[src/rtl/uart_imem_loader_pkg.sv]
// Shared definitions for the UART instruction-memory loader.
//   state_t    : loader FSM encoding (also exported on the debug port)
//   rx_state_t : UART byte receiver FSM encoding
//   HDR_BYTE   : image header byte
//   LEN_W      : width of the little-endian word-count field
package uart_imem_loader_pkg;

    typedef enum logic [2:0] {
        ST_IDLE   = 3'd0,
        ST_LEN_LO = 3'd1,
        ST_LEN_HI = 3'd2,
        ST_DATA   = 3'd3,
        ST_DONE   = 3'd4
    } state_t;

    typedef enum logic [1:0] {
        RX_IDLE  = 2'd0,
        RX_START = 2'd1,
        RX_DATA  = 2'd2,
        RX_STOP  = 2'd3
    } rx_state_t;

    localparam logic [7:0] HDR_BYTE = 8'hA5;
    localparam int         LEN_W    = 16;

endpackage

[src/rtl/uart_rx_byte.sv]
// UART 8N1 byte receiver.
//   clock, reset : system clock, asynchronous active-high reset
//   rx           : serial input, idle high, asynchronous to clock
//   byteValid    : one-cycle pulse, byteData holds the received byte
//   byteData     : last received byte (LSB received first)
//   stopErr      : one-cycle pulse when the stop bit sampled low
//
// Handshake: byteValid/stopErr are single-cycle pulses with no ready;
// the consumer must take byteData in the cycle byteValid is high.
module uart_rx_byte
    import uart_imem_loader_pkg::*;
#(
    parameter int CLKS_PER_BIT = 868
) (
    input  logic       clock,
    input  logic       reset,
    input  logic       rx,
    output logic       byteValid,
    output logic [7:0] byteData,
    output logic       stopErr
);

    localparam int CW = (CLKS_PER_BIT > 2) ? $clog2(CLKS_PER_BIT) : 2;
    localparam logic [CW-1:0] FULL_LAST = CW'(CLKS_PER_BIT - 1);
    localparam logic [CW-1:0] HALF_LAST = CW'(CLKS_PER_BIT / 2 - 1);

    logic            sync1_q, sync2_q, prev_q;
    rx_state_t       state_q, state_d;
    logic [CW-1:0]   cnt_q, cnt_d;
    logic [2:0]      bit_q, bit_d;
    logic [7:0]      shift_q, shift_d;
    logic            valid_q, valid_d;
    logic            err_q, err_d;

    always_ff @(posedge clock or posedge reset) begin
        if (reset) begin
            sync1_q <= 1'b1;
            sync2_q <= 1'b1;
            prev_q  <= 1'b1;
            state_q <= RX_IDLE;
            cnt_q   <= '0;
            bit_q   <= '0;
            shift_q <= '0;
            valid_q <= 1'b0;
            err_q   <= 1'b0;
        end else begin
            sync1_q <= rx;
            sync2_q <= sync1_q;
            prev_q  <= sync2_q;
            state_q <= state_d;
            cnt_q   <= cnt_d;
            bit_q   <= bit_d;
            shift_q <= shift_d;
            valid_q <= valid_d;
            err_q   <= err_d;
        end
    end

    always_comb begin
        state_d = state_q;
        cnt_d   = cnt_q;
        bit_d   = bit_q;
        shift_d = shift_q;
        valid_d = 1'b0;
        err_d   = 1'b0;
        case (state_q)
            RX_IDLE: begin
                // Falling edge of the synchronized line marks a start bit.
                if (prev_q && !sync2_q) begin
                    state_d = RX_START;
                    cnt_d   = '0;
                end
            end
            RX_START: begin
                if (cnt_q == HALF_LAST) begin
                    cnt_d = '0;
                    bit_d = '0;
                    // Line back high at mid start bit: treat as a glitch.
                    state_d = sync2_q ? RX_IDLE : RX_DATA;
                end else begin
                    cnt_d = cnt_q + 1'b1;
                end
            end
            RX_DATA: begin
                if (cnt_q == FULL_LAST) begin
                    cnt_d   = '0;
                    shift_d = {sync2_q, shift_q[7:1]};
                    if (bit_q == 3'd7) begin
                        state_d = RX_STOP;
                    end else begin
                        bit_d = bit_q + 1'b1;
                    end
                end else begin
                    cnt_d = cnt_q + 1'b1;
                end
            end
            RX_STOP: begin
                if (cnt_q == FULL_LAST) begin
                    cnt_d   = '0;
                    valid_d = sync2_q;
                    err_d   = !sync2_q;
                    state_d = RX_IDLE;
                end else begin
                    cnt_d = cnt_q + 1'b1;
                end
            end
            default: state_d = RX_IDLE;
        endcase
    end

    assign byteValid = valid_q;
    assign byteData  = shift_q;
    assign stopErr   = err_q;

endmodule

[src/rtl/uart_imem_loader.sv]
// Boot loader: receives a program image over UART and writes it into
// instruction memory, holding the processor in reset until it is complete.
// Image: 0xA5, word count N (16-bit LE), N words of 4 bytes LE.
//   clock, reset  : system clock, asynchronous active-high reset
//   rx            : UART serial input
//   insMemEn      : one-cycle instruction-memory write strobe
//   insMemAddr    : word index of the write (zero-extended)
//   insMemDataIn  : word being written
//   cpuReset      : high holds the processor in reset (low only in DONE)
//   loadDone      : high while a complete image is resident
//   frameErr      : one-cycle pulse on bad stop bit or bad header
//   dbgState      : current loader FSM state
module uart_imem_loader
    import uart_imem_loader_pkg::*;
#(
    parameter int WIDTH        = 32,
    parameter int IMEM_DEPTH   = 512,
    parameter int CLKS_PER_BIT = 868
) (
    input  logic             clock,
    input  logic             reset,
    input  logic             rx,
    output logic             insMemEn,
    output logic [WIDTH-1:0] insMemAddr,
    output logic [WIDTH-1:0] insMemDataIn,
    output logic             cpuReset,
    output logic             loadDone,
    output logic             frameErr,
    output state_t           dbgState
);

    localparam int BCW = (WIDTH / 8 > 1) ? $clog2(WIDTH / 8) : 1;
    localparam logic [BCW-1:0] LAST_BYTE = BCW'(WIDTH / 8 - 1);

    logic       byte_valid;
    logic [7:0] byte_data;
    logic       stop_err;

    uart_rx_byte #(
        .CLKS_PER_BIT(CLKS_PER_BIT)
    ) u_rx (
        .clock    (clock),
        .reset    (reset),
        .rx       (rx),
        .byteValid(byte_valid),
        .byteData (byte_data),
        .stopErr  (stop_err)
    );

    state_t             state_q, state_d;
    logic [LEN_W-1:0]   len_q, len_d;
    logic [LEN_W-1:0]   word_idx_q, word_idx_d;
    logic [BCW-1:0]     byte_cnt_q, byte_cnt_d;
    logic [WIDTH-1:0]   asm_q, asm_d;
    logic               en_q, en_d;
    logic [WIDTH-1:0]   addr_q, addr_d;
    logic [WIDTH-1:0]   data_q, data_d;
    logic               ferr_q, ferr_d;
    logic               word_done_q, word_done_d;
    logic               in_range;

    always_ff @(posedge clock or posedge reset) begin
        if (reset) begin
            state_q     <= ST_IDLE;
            len_q       <= '0;
            word_idx_q  <= '0;
            byte_cnt_q  <= '0;
            asm_q       <= '0;
            en_q        <= 1'b0;
            addr_q      <= '0;
            data_q      <= '0;
            ferr_q      <= 1'b0;
            word_done_q <= 1'b0;
        end else begin
            state_q     <= state_d;
            len_q       <= len_d;
            word_idx_q  <= word_idx_d;
            byte_cnt_q  <= byte_cnt_d;
            asm_q       <= asm_d;
            en_q        <= en_d;
            addr_q      <= addr_d;
            data_q      <= data_d;
            ferr_q      <= ferr_d;
            word_done_q <= word_done_d;
        end
    end

    assign in_range = ({{(32 - LEN_W){1'b0}}, word_idx_q} < 32'(IMEM_DEPTH));

    always_comb begin
        state_d     = state_q;
        len_d       = len_q;
        word_idx_d  = word_idx_q;
        byte_cnt_d  = byte_cnt_q;
        asm_d       = asm_q;
        en_d        = 1'b0;
        addr_d      = addr_q;
        data_d      = data_q;
        ferr_d      = stop_err;
        word_done_d = 1'b0;
        case (state_q)
            ST_IDLE: begin
                if (byte_valid) begin
                    if (byte_data == HDR_BYTE) begin
                        state_d = ST_LEN_LO;
                    end else begin
                        ferr_d = 1'b1;
                    end
                end
            end
            ST_LEN_LO: begin
                if (byte_valid) begin
                    len_d[7:0] = byte_data;
                    state_d    = ST_LEN_HI;
                end
            end
            ST_LEN_HI: begin
                if (byte_valid) begin
                    len_d[15:8] = byte_data;
                    word_idx_d  = '0;
                    byte_cnt_d  = '0;
                    state_d     = ({byte_data, len_q[7:0]} == '0) ? ST_DONE : ST_DATA;
                end
            end
            ST_DATA: begin
                // Bytes arrive LSB first; each enters at the top and the
                // word settles into place after the last byte.
                if (byte_valid) begin
                    asm_d      = {byte_data, asm_q[WIDTH-1:8]};
                    byte_cnt_d = byte_cnt_q + 1'b1;
                    if (byte_cnt_q == LAST_BYTE) begin
                        byte_cnt_d  = '0;
                        word_done_d = 1'b1;
                        if (in_range) begin
                            en_d   = 1'b1;
                            addr_d = WIDTH'(word_idx_q);
                            data_d = {byte_data, asm_q[WIDTH-1:8]};
                        end
                    end
                end
                // Advance in the strobe cycle so DONE follows the last strobe.
                if (word_done_q) begin
                    word_idx_d = word_idx_q + 1'b1;
                    if (word_idx_q + 1'b1 == len_q) begin
                        state_d = ST_DONE;
                    end
                end
            end
            ST_DONE: begin
                if (byte_valid && byte_data == HDR_BYTE) begin
                    state_d = ST_LEN_LO;
                end
            end
            default: state_d = ST_IDLE;
        endcase

        // A broken frame mid-image abandons the load.
        if (stop_err && (state_q == ST_LEN_LO || state_q == ST_LEN_HI || state_q == ST_DATA)) begin
            state_d     = ST_IDLE;
            addr_d      = '0;
            byte_cnt_d  = '0;
            word_done_d = 1'b0;
        end
    end

    assign insMemEn     = en_q;
    assign insMemAddr   = addr_q;
    assign insMemDataIn = data_q;
    assign cpuReset     = (state_q != ST_DONE);
    assign loadDone     = (state_q == ST_DONE);
    assign frameErr     = ferr_q;
    assign dbgState     = state_q;

endmodule
[config.mk]
export PLATFORM = sky130hd
export DESIGN_NAME = uart_imem_loader
export DESIGN_NICKNAME = d
export VERILOG_FILES = /design/src/rtl/uart_imem_loader_pkg.sv /design/src/rtl/uart_rx_byte.sv /design/src/rtl/uart_imem_loader.sv
export SDC_FILE = /design/constraint.sdc
export NUM_CORES = 1
export LEC_CHECK = 0
export CORE_ASPECT_RATIO = 1.5
export CORE_MARGIN = 2
export CORE_UTILIZATION = 60
export DETAILED_ROUTE_END_ITERATION = 10
export DONT_BUFFER_PORTS = 1
export PLACE_DENSITY = 0.76
export SLEW_MARGIN = 10
export SYNTH_ARGS = -nofsm -noshare
export SYNTH_HDL_FRONTEND = slang
export SYNTH_SLANG_ARGS = --single-unit
export TNS_END_PERCENT = 100
[constraint.sdc]
create_clock -name clock -period 9.5 [get_ports clock]
set_input_delay 1.9 -clock clock [delete_from_list [all_inputs] [get_ports clock]]
set_output_delay 1.9 -clock clock [all_outputs]
set_load 0.005 [all_outputs]
==> metrics.md <==
| Metric | Value |
|---|---|
| Outcome | finished clean |
| Worst IR Drop VDD | 0.176 mV |
| Worst Hold Depth | 0 |
| Final max-slew violation count | 0 |
| CP Max Fanout | 43 |
| Pleak | 0.00357 uW |
| Gate Count Post-Synth | 688 |
| Syn-to-layout area delta | 8.23% |
| Logic gate share of total power | 6.1% |
| CP Data Arrival Time | 3.80 ns |
| CTS buffer count | 17 |
| Power share of the clock group | 46.6% |
| Vias per inst | 5.87 |
| Power Density | 187 nW/um2 |
| Die W | 89.4 um |
| NetSw | 346 uW |
| Setup WS post-layout | 6.01 ns |
| Worst setup path startpoint | dbgState[1] |
| R2r setup slk | 6.01 ns |
| Worst reg-to-reg path cell count | 8 |
| Cell Rows | 46 |
| Via Count | 4878 |
| Iteration-0 DRC Markers | 348 |
| #FFs+latches synth | 140 |
| Startpoint type of the worst setup path | flop |
| Syn Area/Cell | 9.53 um2 |
| Seq pwr share | 47.3% |
| Root buffer cell | clkbuf_16 |
| Asr flop ratio synth | 100% |
| Sequential-to-total area share from yosys stat | 53.5% |
| Final Hold Fails | 0 |
| Drt wl/cell | 17.1 um |
| First-pass GRT wire length | 23.4 mm |
| Initial antenna violation count | 0 |
| CORE AREA | 10600 um2 |
| Worst setup EP type | flop |
| Vias in the first global route | 4921 |
| Worst-skew pair later-pin latency | 0.42 ns |
| Max-Cap Viols | 0 |
| Clock Skews | 0.00892 ns |
| Post-CTS Setup Repair Bufs | 0 |
| Total wire length | 14.2 mm |
| Die Ht | 132 um |
| TritonCTS clock tree | built |
| Worst endpoint required time | 9.81 ns |
| DRC errors left | 0 |
| Period utilisation layout | 36.7% |
| Post_cts resized | 0 |
| Switch share | 26.1% |
| Post-Route Setup TNS | 0 ns |
| Yosys cell types | 59 |
| Crit path time final | 3.49 ns |
| Slew @ Worst Pin | 1.07 ns |
| GRT Overall Usage | 25.5% |
| Post-route cell area | 7100 um2 |
| Post-route ant nets | 0 |
| Worst slack, placed | 6.03 ns |
| Top Ports | 74 |
| DR pass1 iterations | 6 |
| RR Startpoint | dbgState[1] |
| Post-synth EDFFs | 0 |
| Crit path kind | reg -> reg |
| Ys flop type | dfrtp_1 |
| Dpl cell area | 6540 um2 |
| CTS Hold Bufs | 0 |
| Final #Nets | 683 |
| RSZ-0062 raised after global routing | no |
| Hold Crit Class | reg -> reg |
| Finished Core Util | 67.0% |
| Max Fclk | 287 MHz |
| Proportion of layout cells with a drive suffix above 1 | 11.5% |
| Clk buf depth | 2 |
| Largest net degree at the start of global routing | 88 |
| Worst hold start | u_rx.sync1_q |
| H-tree Lvls | 4 |
| Slew HR | 28.5% |
| Initial Util | 61.9% |
| Diode count | 0 |
| # setup viols final | 0 |
| GRT overflow | 0 |
| HPWL after DPL | 9.44 mm |
| Synth Cell Area | 6560 um2 |
| RD Place Congestion | 0.876 |
| Worst-path clk slew | 0.06 ns |
| Die area | 11800 um2 |
| Fill cells | 849 |
| Yosys Warn Count | 0 |
| Port bufs | 0 |
| P_int | 979 uW |
| Clock sinks | 140 |
## cell usage after synthesis (all sizes together) (3+ instances only)
cell | number | area, um2
a21boi | 3 | 22.5
a21o | 3 | 22.5
a21oi | 22 | 114
a31oi | 3 | 18.8
and2 | 12 | 75.1
and3 | 6 | 37.5
and4 | 3 | 26.3
buf | 31 | 206
clkbuf | 21 | 78.8
dfrtp | 137 | 3430
dfstp | 3 | 78.8
ha | 6 | 75.1
inv | 12 | 45.0
mux2 | 25 | 282
nand2 | 214 | 803
nand3 | 16 | 97.6
nand3b | 4 | 30.0
nand4 | 11 | 83.8
nor2 | 28 | 108
nor2b | 7 | 43.8
nor3 | 7 | 35.0
nor3b | 5 | 37.5
nor4 | 14 | 128
o21ai | 35 | 175
o31ai | 9 | 67.6
o41ai | 6 | 52.6
or3 | 3 | 18.8
xnor2 | 10 | 87.6
xor2 | 11 | 96.3
## flip-flops by register name, summed over array words and instances, names as in the netlist, named ones only
name            flops
u_rx.byteData       8
frameErr            1
u_rx.prev_q         1
u_rx.byteValid      1
asm_q              24
insMemEn            1
insMemDataIn       32
insMemAddr         16
word_done_q         1
u_rx.state_q        1
word_idx_q         16
u_rx.stopErr        1
len_q              16
dbgState            3
byte_cnt_q          2
u_rx.sync1_q        1
u_rx.bit_q          3
u_rx.cnt_q         10
u_rx.sync2_q        1
## power groups by stage
stage / clock (uW) / combinational, uW / sequential [uW]
floorplan: 0 / 69.6 / 630
global placement: 0 / 75.4 / 635
detailed placement: 0 / 80.5 / 637
CTS: 623 / 82.3 / 627
global route: 654 / 92.3 / 629
finish: 617 / 81.4 / 627
## cell families after synthesis
family / share of synthesized area (%)
adders and majority gates: 1.15
muxes: 4.60
xor gates and xnor gates: 2.81
DFF: 53.5
and+or+nand+nor: 24.1
buffers and inverters: 5.04
other: 0.0572
AOI/OAI and AO/OA: 8.80
## final timing paths
kind / endpoint
min reg2reg: u_rx.sync2_q
min in group asynchronous: insMemAddr[3]
min: u_rx.sync2_q
max in group asynchronous: len_q[4]
max: insMemAddr[11]
max reg2reg: insMemAddr[11]
## layout by cell type (no fill, tap or decap), types with 11 or more instances in the layout
master and instances:
conb_1 16, and2_1 12, clkbuf_16 17, dfrtp_1 137
o21ai_1 11, a21oi_1 21, nand2_1 214, nor2_1 27
o21ai_0 24, xor2_1 11, nand3_1 14, mux2_2 25
## critical path: stages (launching register included)
cell	delay, ns
dfrtp_1	0.54
nor2b_1	0.36
nand2_1	0.17
nor2_2	0.77
nand4_1	0.17
buf_4	0.31
inv_2	0.53
nor2_1	0.26
and2_1	0.23
## metrics by stage
| step | total power (uW) | hold WS (ns) | std cells |
|---|---|---|---|
| after floorplan | 700 | 0.345 | 703 |
| after global placement | 711 | 0.347 | 799 |
| after detailed placement | 718 | 0.349 | 799 |
| after CTS | 1330 | 0.358 | 831 |
| after global routing | 1380 | 0.364 | 831 |
| final | 1330 | 0.357 | 831 |
## layout make-up
class                      count  area [um2]  area share, %
inverter                      12        50.0          0.705
clock buffer                  17         425           6.00
tap                          144         180           2.54
clock inverter                15         128           1.80
sequential                   140        3510           49.4
timing repair buffer           4        30.0          0.423
multi-input combinational    499        2780           39.1
## metal layers
| metal | wire length [um] | GRT usage (%) | vias to the layer above | share of wire (%) |
|---|---|---|---|---|
| met1 | 5320 | 29.7 | 2386 | 38 |
| met5 | 0 | 0 | - | 0 |
| li1 | - | - | 2265 | - |
| met2 | 7670 | 43.2 | 187 | 54 |
| met4 | 452 | 11.6 | 0 | 3.2 |
| met3 | 730 | 6.32 | 40 | 5.2 |
Note: power is estimated with default switching activity, not from simulation.
